### src/rtl/tx_packet_arbiter.sv
// tx_packet_arbiter: round-robin sharing of one packet transmitter among NUM_REQ requesters with end-of-packet byte counting and a stall watchdog
module tx_packet_arbiter #(
  parameter int NUM_REQ = 4,
  parameter int NUMBER  = 256,
  parameter int TIMEOUT = 100000,
  parameter int LEN_W   = $clog2(NUMBER)
) (
  input  logic                       clk,
  input  logic                       reset,
  input  logic [NUM_REQ-1:0]         req,
  input  logic [NUM_REQ*8-1:0]       req_cmd,
  input  logic [NUM_REQ*LEN_W-1:0]   req_len,
  input  logic [NUM_REQ*8-1:0]       req_rd_data,
  output logic [NUM_REQ-1:0]         grant,
  output logic [NUM_REQ-1:0]         done,
  output logic [NUM_REQ-1:0]         err,
  output logic [NUM_REQ-1:0]         req_rd_clock,
  output logic                       start_pckt,
  output logic [7:0]                 cmd_tx,
  output logic [LEN_W-1:0]           len_tx,
  input  logic [LEN_W-1:0]           rd_addr_in,
  input  logic                       rd_clock_in,
  output logic [7:0]                 rd_data,
  input  logic                       tx_done,
  output logic                       busy
);
  localparam int CNT_W = LEN_W + 2;
  localparam int WD_W  = $clog2(TIMEOUT + 1);
  localparam int PTR_W = $clog2(NUM_REQ);
  typedef enum logic [1:0] {IDLE, START, SEND, FINISH} state_t;
  state_t             r_state;
  logic [NUM_REQ-1:0] r_grant, r_done, r_err;
  logic               r_start;
  logic [7:0]         r_cmd;
  logic [LEN_W-1:0]   r_len;
  logic [PTR_W-1:0]   r_ptr;
  logic [CNT_W-1:0]   r_cnt;
  logic [WD_W-1:0]    r_wd;
  logic [PTR_W-1:0]   w_win, w_k;
  logic               w_any;
  logic [CNT_W-1:0]   w_n;
  logic [7:0]         w_rd_data;
  logic               w_unused_addr;
  always_comb begin
    w_win = r_ptr;
    w_any = 1'b0;
    w_k   = '0;
    for (int i = NUM_REQ; i >= 1; i--) begin
      w_k = PTR_W'((int'(r_ptr) + i) % NUM_REQ);
      if (req[w_k]) begin
        w_win = w_k;
        w_any = 1'b1;
      end
    end
  end
  always_comb begin
    w_rd_data = '0;
    for (int i = 0; i < NUM_REQ; i++)
      w_rd_data = w_rd_data | (req_rd_data[8*i +: 8] & {8{r_grant[i]}});
  end
  assign w_n           = ((r_len == '0) ? CNT_W'(NUMBER) : CNT_W'(r_len)) + CNT_W'(3);
  assign w_unused_addr = ^rd_addr_in;
  assign rd_data       = w_rd_data;
  assign req_rd_clock  = r_grant & {NUM_REQ{rd_clock_in}};
  assign grant         = r_grant;
  assign done          = r_done;
  assign err           = r_err;
  assign start_pckt    = r_start;
  assign cmd_tx        = r_cmd;
  assign len_tx        = r_len;
  assign busy          = r_state != IDLE;
  always_ff @(posedge clk) begin
    if (reset) begin
      r_state <= IDLE;
      r_grant <= '0;
      r_done  <= '0;
      r_err   <= '0;
      r_start <= 1'b0;
      r_cmd   <= '0;
      r_len   <= '0;
      r_ptr   <= PTR_W'(NUM_REQ - 1);
      r_cnt   <= '0;
      r_wd    <= '0;
    end else begin
      r_done  <= '0;
      r_err   <= '0;
      r_start <= 1'b0;
      case (r_state)
        IDLE: if (w_any) begin
          r_grant <= NUM_REQ'(1) << w_win;
          r_cmd   <= req_cmd[8*w_win +: 8];
          r_len   <= req_len[LEN_W*w_win +: LEN_W];
          r_ptr   <= w_win;
          r_start <= 1'b1;
          r_cnt   <= '0;
          r_wd    <= '0;
          r_state <= START;
        end
        START: begin
          r_cnt   <= '0;
          r_wd    <= '0;
          r_state <= SEND;
        end
        SEND: if (tx_done) begin
          r_wd  <= '0;
          r_cnt <= r_cnt + 1'b1;
          if (r_cnt + 1'b1 == w_n) begin
            r_state <= FINISH;
            r_grant <= '0;
            r_done  <= r_grant;
          end
        end else if (r_wd == WD_W'(TIMEOUT - 1)) begin
          r_state <= FINISH;
          r_grant <= '0;
          r_err   <= r_grant;
        end else begin
          r_wd <= r_wd + 1'b1;
        end
        default: r_state <= IDLE;
      endcase
    end
  end
endmodule

### config.mk
export PLATFORM = sky130hd
export DESIGN_NAME = tx_packet_arbiter
export DESIGN_NICKNAME = d
export VERILOG_FILES = /design/src/rtl/tx_packet_arbiter.sv
export SDC_FILE = /design/constraint.sdc
export NUM_CORES = 1
export LEC_CHECK = 0
export CAP_MARGIN = 20
export CORE_MARGIN = 4
export CORE_UTILIZATION = 39
export DETAILED_ROUTE_END_ITERATION = 8
export GPL_ROUTABILITY_DRIVEN = 0
export PLACE_DENSITY = 0.77
export SLEW_MARGIN = 10
export SYNTH_ARGS = -nofsm -noshare
export SYNTH_HDL_FRONTEND = slang
export SYNTH_SLANG_ARGS = --single-unit
### constraint.sdc
create_clock -name clk -period 2 [get_ports clk]
set_input_delay 0.2 -clock clk [delete_from_list [all_inputs] [get_ports clk]]
set_output_delay 0.2 -clock clk [all_outputs]
set_load 0.02 [all_outputs]
==> results of run 1 <==
stage by stage:
stage          total power [W]  setup WS, ps  hold slack [ps]  util, %
3_3_place_gp           0.00595          -475              445     64.1
6_report               0.00745          -389              458     68.4
3_5_place_dp           0.00608          -421              451     64.2
4_1_cts                0.00730          -337              464     67.4
5_1_grt                0.00792          -459              487     68.4
2_1_floorplan          0.00413          -196              430        -
per-layer routing:
| layer | vias up | part of all wire, % |
|---|---|---|
| met5 | - | 0 |
| met4 | 0 | 1.9 |
| met3 | 19 | 8.5 |
| met2 | 195 | 48 |
| met1 | 1976 | 41 |
| li1 | 2122 | - |
critical path: stages (launching register included):
cell and delay, ps:
dfxtp_4 350, inv_4 60, ha_4 120, or4b_4 500, o41ai_4 240, xor2_1 170, and4b_1 260, o2111a_2 250
o221a_4 230, o32ai_2 90
flip-flops by register name, indices dropped and copies added, names as in the netlist:
signal	count
start_pckt	1
r_ptr	2
err	4
cmd_tx	8
done	4
r_state	2
r_wd	17
r_cnt	10
grant	4
len_tx	8
layout make-up:
type	instances	area, sq um
Sequential cell	60	1210
Multi-Input combinational cell	385	2410
Clock buffer	12	166
Tap cell	108	135
Clock inverter	3	43.8
Fill cell	687	2810
Inverter	15	58.8
Timing Repair Buffer	220	2060
placed cells by master, fill, tap and decap left out, drive strengths merged, types with 3 or more instances in the layout:
cell and n:
o31ai 6, nand4 6, nand3 60, or3 6
xor2 10, xnor3 3, o21ai 18, and2 8
a21oi 26, ha 7, xnor2 14, nor3 18
a211o 3, buf 75, dfxtp 60, and3 5
nand2 105, a22oi 17, clkdlybuf4s50 144, nor2 29
nand2b 5, clkbuf 12, nor4 4, mux2i 3
o32ai 4, inv 15
logic make-up after synthesis:
family / Yosys count
adders and majority gates: 7
xor gates and xnor gates: 27
and+or+nand+nor: 260
DFF: 60
buffers and inverters: 45
AOI/OAI and AO/OA: 87
muxes: 4
power by group through the flow:
stage / clock network (W) / logic [W] / registers, W
6_report: 0.00114 / 0.00461 / 0.00170
5_1_grt: 0.00121 / 0.00497 / 0.00174
4_1_cts: 0.00115 / 0.00446 / 0.00168
3_5_place_dp: 0 / 0.00437 / 0.00170
3_3_place_gp: 0 / 0.00426 / 0.00169
2_1_floorplan: 0 / 0.00230 / 0.00183
timing repair:
action,4_1_cts,5_1_grt
setup endpoints to repair,14,33
buffers inserted,1,1
gates resized for setup,12,17
pin swaps,3,4
path summary, 6_finish.rpt:
kind,slack [ps],start,endpoint,cells past startpoint
max,-390,len_tx[0],grant[3],9
min reg2reg,460,cmd_tx[6],cmd_tx[6],2
max reg2reg,-390,len_tx[0],grant[3],9
min,460,cmd_tx[6],cmd_tx[6],2
==> impl_metrics.tcl, run 1 <==
set metrics [dict create \
    outcome "finished, violations left" \
    violations "negative setup slack" \
    nets 810 \
    placed_cells_incl_taps 786 \
    synth.area.top_cells "dfxtp_1 33%, nand2_1 11%, nand3_1 8.1%" \
    maxSlewViolCount 0 \
    tns_ps -3040 \
    seq_power_share_pct 22.8 \
    first_global_vias 4341 \
    setup_violations 10 \
    rows 34 \
    synthSimpleGateAreaFrac_pct 34.4 \
    pwr-share-clk_pct 15.3 \
    vias 4312 \
    grt-busiest-layer "met2" \
    drtIter0Drc 163 \
    cts-htree-levels 3 \
    grt_use_met1_pct 25.0 \
    p_int_w 0.00432 \
    fmaxAchievable_mhz 419 \
    synthAdderAreaFrac_pct 2.41 \
    holdBufCountCts 0 \
    finalClockSkew_ps 10.3 \
    avgSynthCellArea_sq_um 7.42 \
    die_w_microns 105 \
    synth_cell_types 53 \
    first_pass_iters 5 \
    port-buffer-count 145 \
    grt.total_usage_pct 22.1 \
    wl_per_cell_microns 15.6 \
    netlist_instances 490 \
    ant_nets 0 \
    crit_type "flop to flop" \
    synth.most_common_cell "nand2_1" \
    synthesis.area_sq_um 3630 \
    antenna_found_initial 0 \
    hold_viol 0 \
    max_cap_viol_count 0 \
    grt_first_pass_wirelength_microns 20100 \
    synth_common_cells "105 x nand2_1, 60 x dfxtp_1, 59 x nand3_1" \
    crit_path_end_kind "flop" \
    use_met3_pct 6.35 \
    synth_compound_area_share_pct 16.6 \
    synth_edf_count 0 \
    p_per_area_nw_per_um2 1220 \
    layout-drive-gt1-share_pct 18.4 \
    finalCritPeriodShare_pct 119 \
    hpwl_microns 9800 \
    antennaDiodeCount 0 \
    drc_errors 0 \
    synthMuxAreaShare_pct 1.14 \
    p_leak_nw 2.45 \
    finalWorstPathRequiredPeriod_ps 2390 \
    arrival_ps 2600 \
    synth_top_family_by_area "simple AND/OR/NAND/NOR gates" \
    numCtsBuffers 9 \
    root_buffer "clkbuf_8" \
    synthArstFlopShare_pct 0 \
    rsz0062_at_grt "true" \
    clock_latency_ps 340 \
    via_per_inst 5.37 \
    routed_wirelength_microns 12500 \
    swShare_pct 41.9 \
    start_util_pct 40.9 \
    clk_pin_slew_ps 70 \
    cts_buffer_depth 2 \
    start_kind "flop" \
    cp_data_required_time_ps 2210 \
    area_delta_synth_final_pct 67.4 \
    grt_overflow_total 0 \
    coreArea_sq_um 8890 \
    fin_area_sq_um 6090 \
    cts_tree "yes" \
    tightestPinTransition_ps 489 \
    cp_max_fo 4 \
    ys_seq_area_share_pct 33.0 \
    ir_drop_uv 918 \
    comb_power_share_pct 61.9 \
    cts_sinks 60 \
    hold_path.class "flop to flop" \
    grt_max_degree 29 \
    synth_top_area_share_pct 33.0 \
    yosysWarningCount 0 \
    die_h_microns 105 \
    synth_largest_area_cell "dfxtp_1" \
    synth_nets 609 \
    p_switching_w 0.00312 \
    synthFlopType "dfxtp_1" \
    fin_cells 803 \
    die_area_sq_um 10900 \
    synthXorXnorAreaFrac_pct 7.64 \
    grtUsageMet2_pct 39.6 \
    layout_setup_ws_ps -389 \
    relSlewSlack_pct 66.9 \
    dpl-instance-area_sq_um 5710 \
    ys_seq_elements 60 \
    ioPinCount 154 \
]
Note: power is estimated with default switching activity, not from simulation.
==> run 2, diff against run 1 <==
- CORE_ASPECT_RATIO: unset -> 0.8
- CTS_CLUSTER_DIAMETER: unset -> 100
==> impl_metrics.tcl, run 2 (same netlist as run 1, synthesis figures left out) <==
set metrics [dict create \
    layout_commonest_cell "clkdlybuf4s50_1" \
    finalClockSkew_ps 6.36 \
    layout_setup_ws_ps -310 \
    via_per_inst 5.28 \
    start_util_pct 40.0 \
    root_buffer "clkbuf_16" \
    maxSlewViolCount 0 \
    port-buffer-count 145 \
    crit_path_end_kind "flop" \
    violations "negative setup slack" \
    ir_drop_uv 605 \
    ioPinCount 154 \
    postLayoutCoreUtil_pct 66.8 \
    rsz0062_at_grt "true" \
    largest_registers "r_wd (17), r_cnt (10)" \
    reg2regPathDepth 9 \
    p_leak_nw 2.41 \
    tightestPinTransition_ps 543 \
    hold_viol 0 \
    first_pass_iters 4 \
    drc_errors 0 \
    reg2reg_from "len_tx[0]" \
    grt_overflow_total 0 \
    ant_nets 0 \
    die_area_sq_um 10900 \
    vias 4210 \
    drtIter0Drc 170 \
    cts_sinks 60 \
    min-delay-start "cmd_tx[4]" \
    cp_data_required_time_ps 2230 \
    startpoint "len_tx[0]" \
    hpwl_microns 9460 \
    fmaxAchievable_mhz 433 \
    p_per_area_nw_per_um2 1270 \
    layout-drive-gt1-share_pct 17.3 \
    setup_violations 10 \
    grt_first_pass_wirelength_microns 19500 \
    nets 798 \
    hold_path.class "flop to flop" \
    crit_type "flop to flop" \
    area_delta_synth_final_pct 66.9 \
    grt.total_usage_pct 22.3 \
    die_w_microns 116 \
    clock_latency_ps 320 \
    antennaDiodeCount 0 \
    relSlewSlack_pct 63.3 \
    arrival_ps 2540 \
    routed_wirelength_microns 12000 \
    wl_per_cell_microns 15.0 \
    numCtsBuffers 9 \
    fin_area_sq_um 6070 \
    die_h_microns 94.3 \
    first_global_vias 4239 \
    finalCritPeriodShare_pct 115 \
    mostFrequentLayoutCells "144 x clkdlybuf4s50_1, 105 x nand2_1, 60 x buf_4, 58 x nand3_1, 53 x dfxtp_1" \
    grt_max_degree 33 \
    cts_tree "yes" \
    whs_path_depth 2 \
    largest_register_ffs 17 \
    cts-htree-levels 3 \
    coreArea_sq_um 9080 \
    finalWorstPathRequiredPeriod_ps 2310 \
    dpl-instance-area_sq_um 5640 \
    cts_buffer_depth 2 \
    top_register "r_wd" \
    max_cap_viol_count 0 \
    cp_max_fo 4 \
    clk_pin_slew_ps 50 \
    rows 31 \
    antenna_found_initial 0 \
    outcome "finished, violations left" \
    start_kind "flop" \
]
run 2: repair_timing:
action,CTS,global route
hold buffers,0,0
endpoints found under the hold margin,0,0
resized for setup,7,23
setup buffers,2,1
endpoints found under the setup margin,13,32
pin swaps,3,5
run 2: per-stage QoR:
step           std cells  setup TNS, ps  hold slack [ps]  setup WS (ps)  power [W]
4_1_cts              799          -2390              455           -289    0.00764
5_1_grt              798          -3280              482           -407    0.00825
6_report             798          -2100              453           -310    0.00771
3_5_place_dp         782          -4580              450           -308    0.00606
3_3_place_gp         782          -2270              445           -191    0.00596
2_1_floorplan        490          -1030              430           -196    0.00413
run 2: worst max-delay path, cell delays in order (launching register included):
cell and delay [ps]:
dfxtp_4 350, inv_4 60, ha_4 120, or4b_4 490
o41ai_4 230, xor2_1 100, and4b_1 190, o2111a_2 180
o221a_4 240, o32ai_2 250
run 2: power breakdown:
part           switching [W]  internal [W]  total [W]
clock               0.000520      0.000982    0.00150
combinational        0.00234       0.00216    0.00449
sequential          0.000265       0.00145    0.00171
total                0.00312       0.00458    0.00771
run 2: metal layers:
metal,GRT usage [%],routed length [microns]
met1,25.3,4830
met5,0,0
met4,7.63,280
met3,8.97,1290
met2,38.3,5590
run 2: final cells by class:
type                    count  area (sq um)
fillers                   699          3010
flip-flops and latches     60          1210
well taps                 115           144
multi-input cells         385          2400
repair buffers            208          1960
clock buffers              10           239
inverters                  15          58.8
clock inverters             5          52.6
run 2: path summary, 6_finish.rpt:
path                                   to  slack [ps]
worst max register to register   grant[0]        -310
worst min-delay path            cmd_tx[4]         450
worst min register to register  cmd_tx[4]         450
worst max-delay path             grant[0]        -310
==> run 3, diff against run 2 <==
- GPL_TIMING_DRIVEN: unset -> 0
- MAX_ROUTING_LAYER: unset -> met4
- SKIP_LAST_GASP: unset -> 1
==> impl_metrics.tcl, run 3 (same netlist as run 1, synthesis figures left out) <==
set metrics [dict create \
    first_global_vias 4104 \
    hpwl_microns 9450 \
    clock_latency_ps 320 \
    coreArea_sq_um 9080 \
    whs_endpoint "cmd_tx[2]" \
    root_buffer "clkbuf_16" \
    p_int_w 0.00445 \
    placed_cells_incl_taps 750 \
    routed_wirelength_microns 12100 \
    area_delta_synth_final_pct 60.5 \
    mostFrequentLayoutCells "144 x clkdlybuf4s50_1, 105 x nand2_1, 58 x nand3_1, 48 x dfxtp_1, 28 x nor2_1" \
    pwr-share-clk_pct 21.6 \
    crit_type "flop to flop" \
    rsz0062_at_grt "true" \
    cts_sinks 60 \
    startpoint "len_tx[0]" \
    fin_cells 768 \
    p_leak_nw 2.25 \
    grt_max_degree 12 \
    drc_errors 0 \
    reg2regPathDepth 9 \
    regArea_sq_um 1220 \
    ioPinCount 154 \
    violations "negative setup slack" \
    multi_input_area_sq_um 2450 \
    maxSlewViolCount 0 \
    grt.total_usage_pct 22.6 \
    cts-htree-levels 3 \
    nFillCells 764 \
    die_area_sq_um 10900 \
    first_pass_iters 4 \
    layout_setup_ws_ps -412 \
    whs_path_depth 2 \
    tightestPinTransition_ps 607 \
    postLayoutCoreUtil_pct 64.3 \
    clk_pin_slew_ps 50 \
    min-delay-start "cmd_tx[2]" \
    die_h_microns 94.3 \
    cts_tree "yes" \
    reg2reg_from "len_tx[0]" \
    regToRegEndpoint "grant[0]" \
    port-buffer-count 145 \
    outcome "finished, violations left" \
    relSlewSlack_pct 59.3 \
    wl_per_cell_microns 15.8 \
    hold_path.class "flop to flop" \
    vias 4163 \
    finalCritPeriodShare_pct 121 \
    die_w_microns 116 \
    p_switching_w 0.00315 \
    cts_buffer_depth 2 \
    rows 31 \
    via_per_inst 5.42 \
    ant_nets 0 \
    largest_register_ffs 17 \
    ir_drop_uv 757 \
    fmaxAchievable_mhz 415 \
    layout_commonest_cell "clkdlybuf4s50_1" \
    holdBufCountCts 0 \
    crit_path_end_kind "flop" \
    numCtsBuffers 9 \
    setup_violations 10 \
    swShare_pct 41.4 \
    cp_max_fo 4 \
    grt_first_pass_wirelength_microns 19100 \
    antenna_found_initial 0 \
    drtIter0Drc 247 \
    max_cap_viol_count 0 \
    hold_viol 0 \
    layout-drive-gt1-share_pct 13.8 \
    top_register "r_wd" \
    holdWs_ps 460 \
    largest_registers "r_wd (17), r_cnt (10)" \
    cp_data_required_time_ps 2190 \
    arrival_ps 2600 \
    start_util_pct 40.0 \
    seq_power_share_pct 22.9 \
    finalWorstPathRequiredPeriod_ps 2410 \
    finalClockSkew_ps 4.40 \
    antennaDiodeCount 0 \
    comb_power_share_pct 55.6 \
    start_kind "flop" \
    grt_overflow_total 0 \
    p_per_area_nw_per_um2 1300 \
    rrSetupSlack_ps -410 \
    nets 767 \
]
[run 3: changes by cell type in the layout (fill, tap and decap cells not counted), sizes merged]
cell / previous run / this run
dlymetal6s2s: 0 / 1
clkinv: 3 / 1
bufinv: 1 / 2
clkbuf: 10 / 26
dlygate4sd2: 1 / 0
buf: 63 / 18
[run 3: layout make-up]
class | instances | share of cell area, %
Sequential cell | 60 | 21.0
Multi-Input combinational cell | 385 | 42.1
Buffer | 22 | 1.80
Timing Repair Buffer | 155 | 26.3
Tap cell | 115 | 2.47
Inverter | 15 | 0.965
Clock inverter | 4 | 1.24
Clock buffer | 12 | 4.22
[run 3: worst max path at each step]
stage | end | slack [ps] | cells after the start
after floorplan | grant[0] | -200 | 9
after global placement | cmd_tx[2] | -650 | 8
after detailed placement | cmd_tx[2] | -730 | 8
after CTS | grant[3] | -310 | 9
after global routing | grant[0] | -460 | 9
final | grant[0] | -410 | 9
[run 3: metal layers]
layer	vias to the layer above	GRT usage [%]	wire length [microns]
met5	-	-	0
met4	0	6.76	221
met3	16	6.66	1250
met2	203	37.4	5540
met1	1908	26.7	5090
li1	2036	-	-
[run 3: timing repair]
action                                  4_1_cts  5_1_grt
pin swaps                                     4        6
buffers inserted                              4        6
endpoints found under the setup margin       67       55
resized for setup                            28       36
[run 3: power groups by stage]
stage | Combinational (W) | Clock [W] | Sequential (W)
floorplan | 0.00230 | 0 | 0.00183
finish | 0.00422 | 0.00164 | 0.00174
global placement | 0.00386 | 0 | 0.00164
global route | 0.00460 | 0.00172 | 0.00178
detailed placement | 0.00395 | 0 | 0.00165
CTS | 0.00401 | 0.00167 | 0.00171
[run 3: worst max-delay path, stage by stage (launching register included)]
cell      delay, ps
dfxtp_4         340
inv_2            50
ha_1            130
or4b_4          500
o41ai_4         240
xor2_1          210
and4b_1         250
o2111a_2        240
o221a_4         220
o32ai_2          90
[run 3: through the flow]
stage | cell area, sq um | setup TNS, ps | worst slack [ps] | total power [W]
finish | 5830 | -3580 | -412 | 0.00760
global route | 5830 | -4060 | -458 | 0.00810
CTS | 5650 | -2590 | -307 | 0.00739
detailed placement | 5240 | -23120 | -729 | 0.00560
global placement | 5240 | -18210 | -651 | 0.00550
floorplan | 3640 | -1030 | -196 | 0.00413
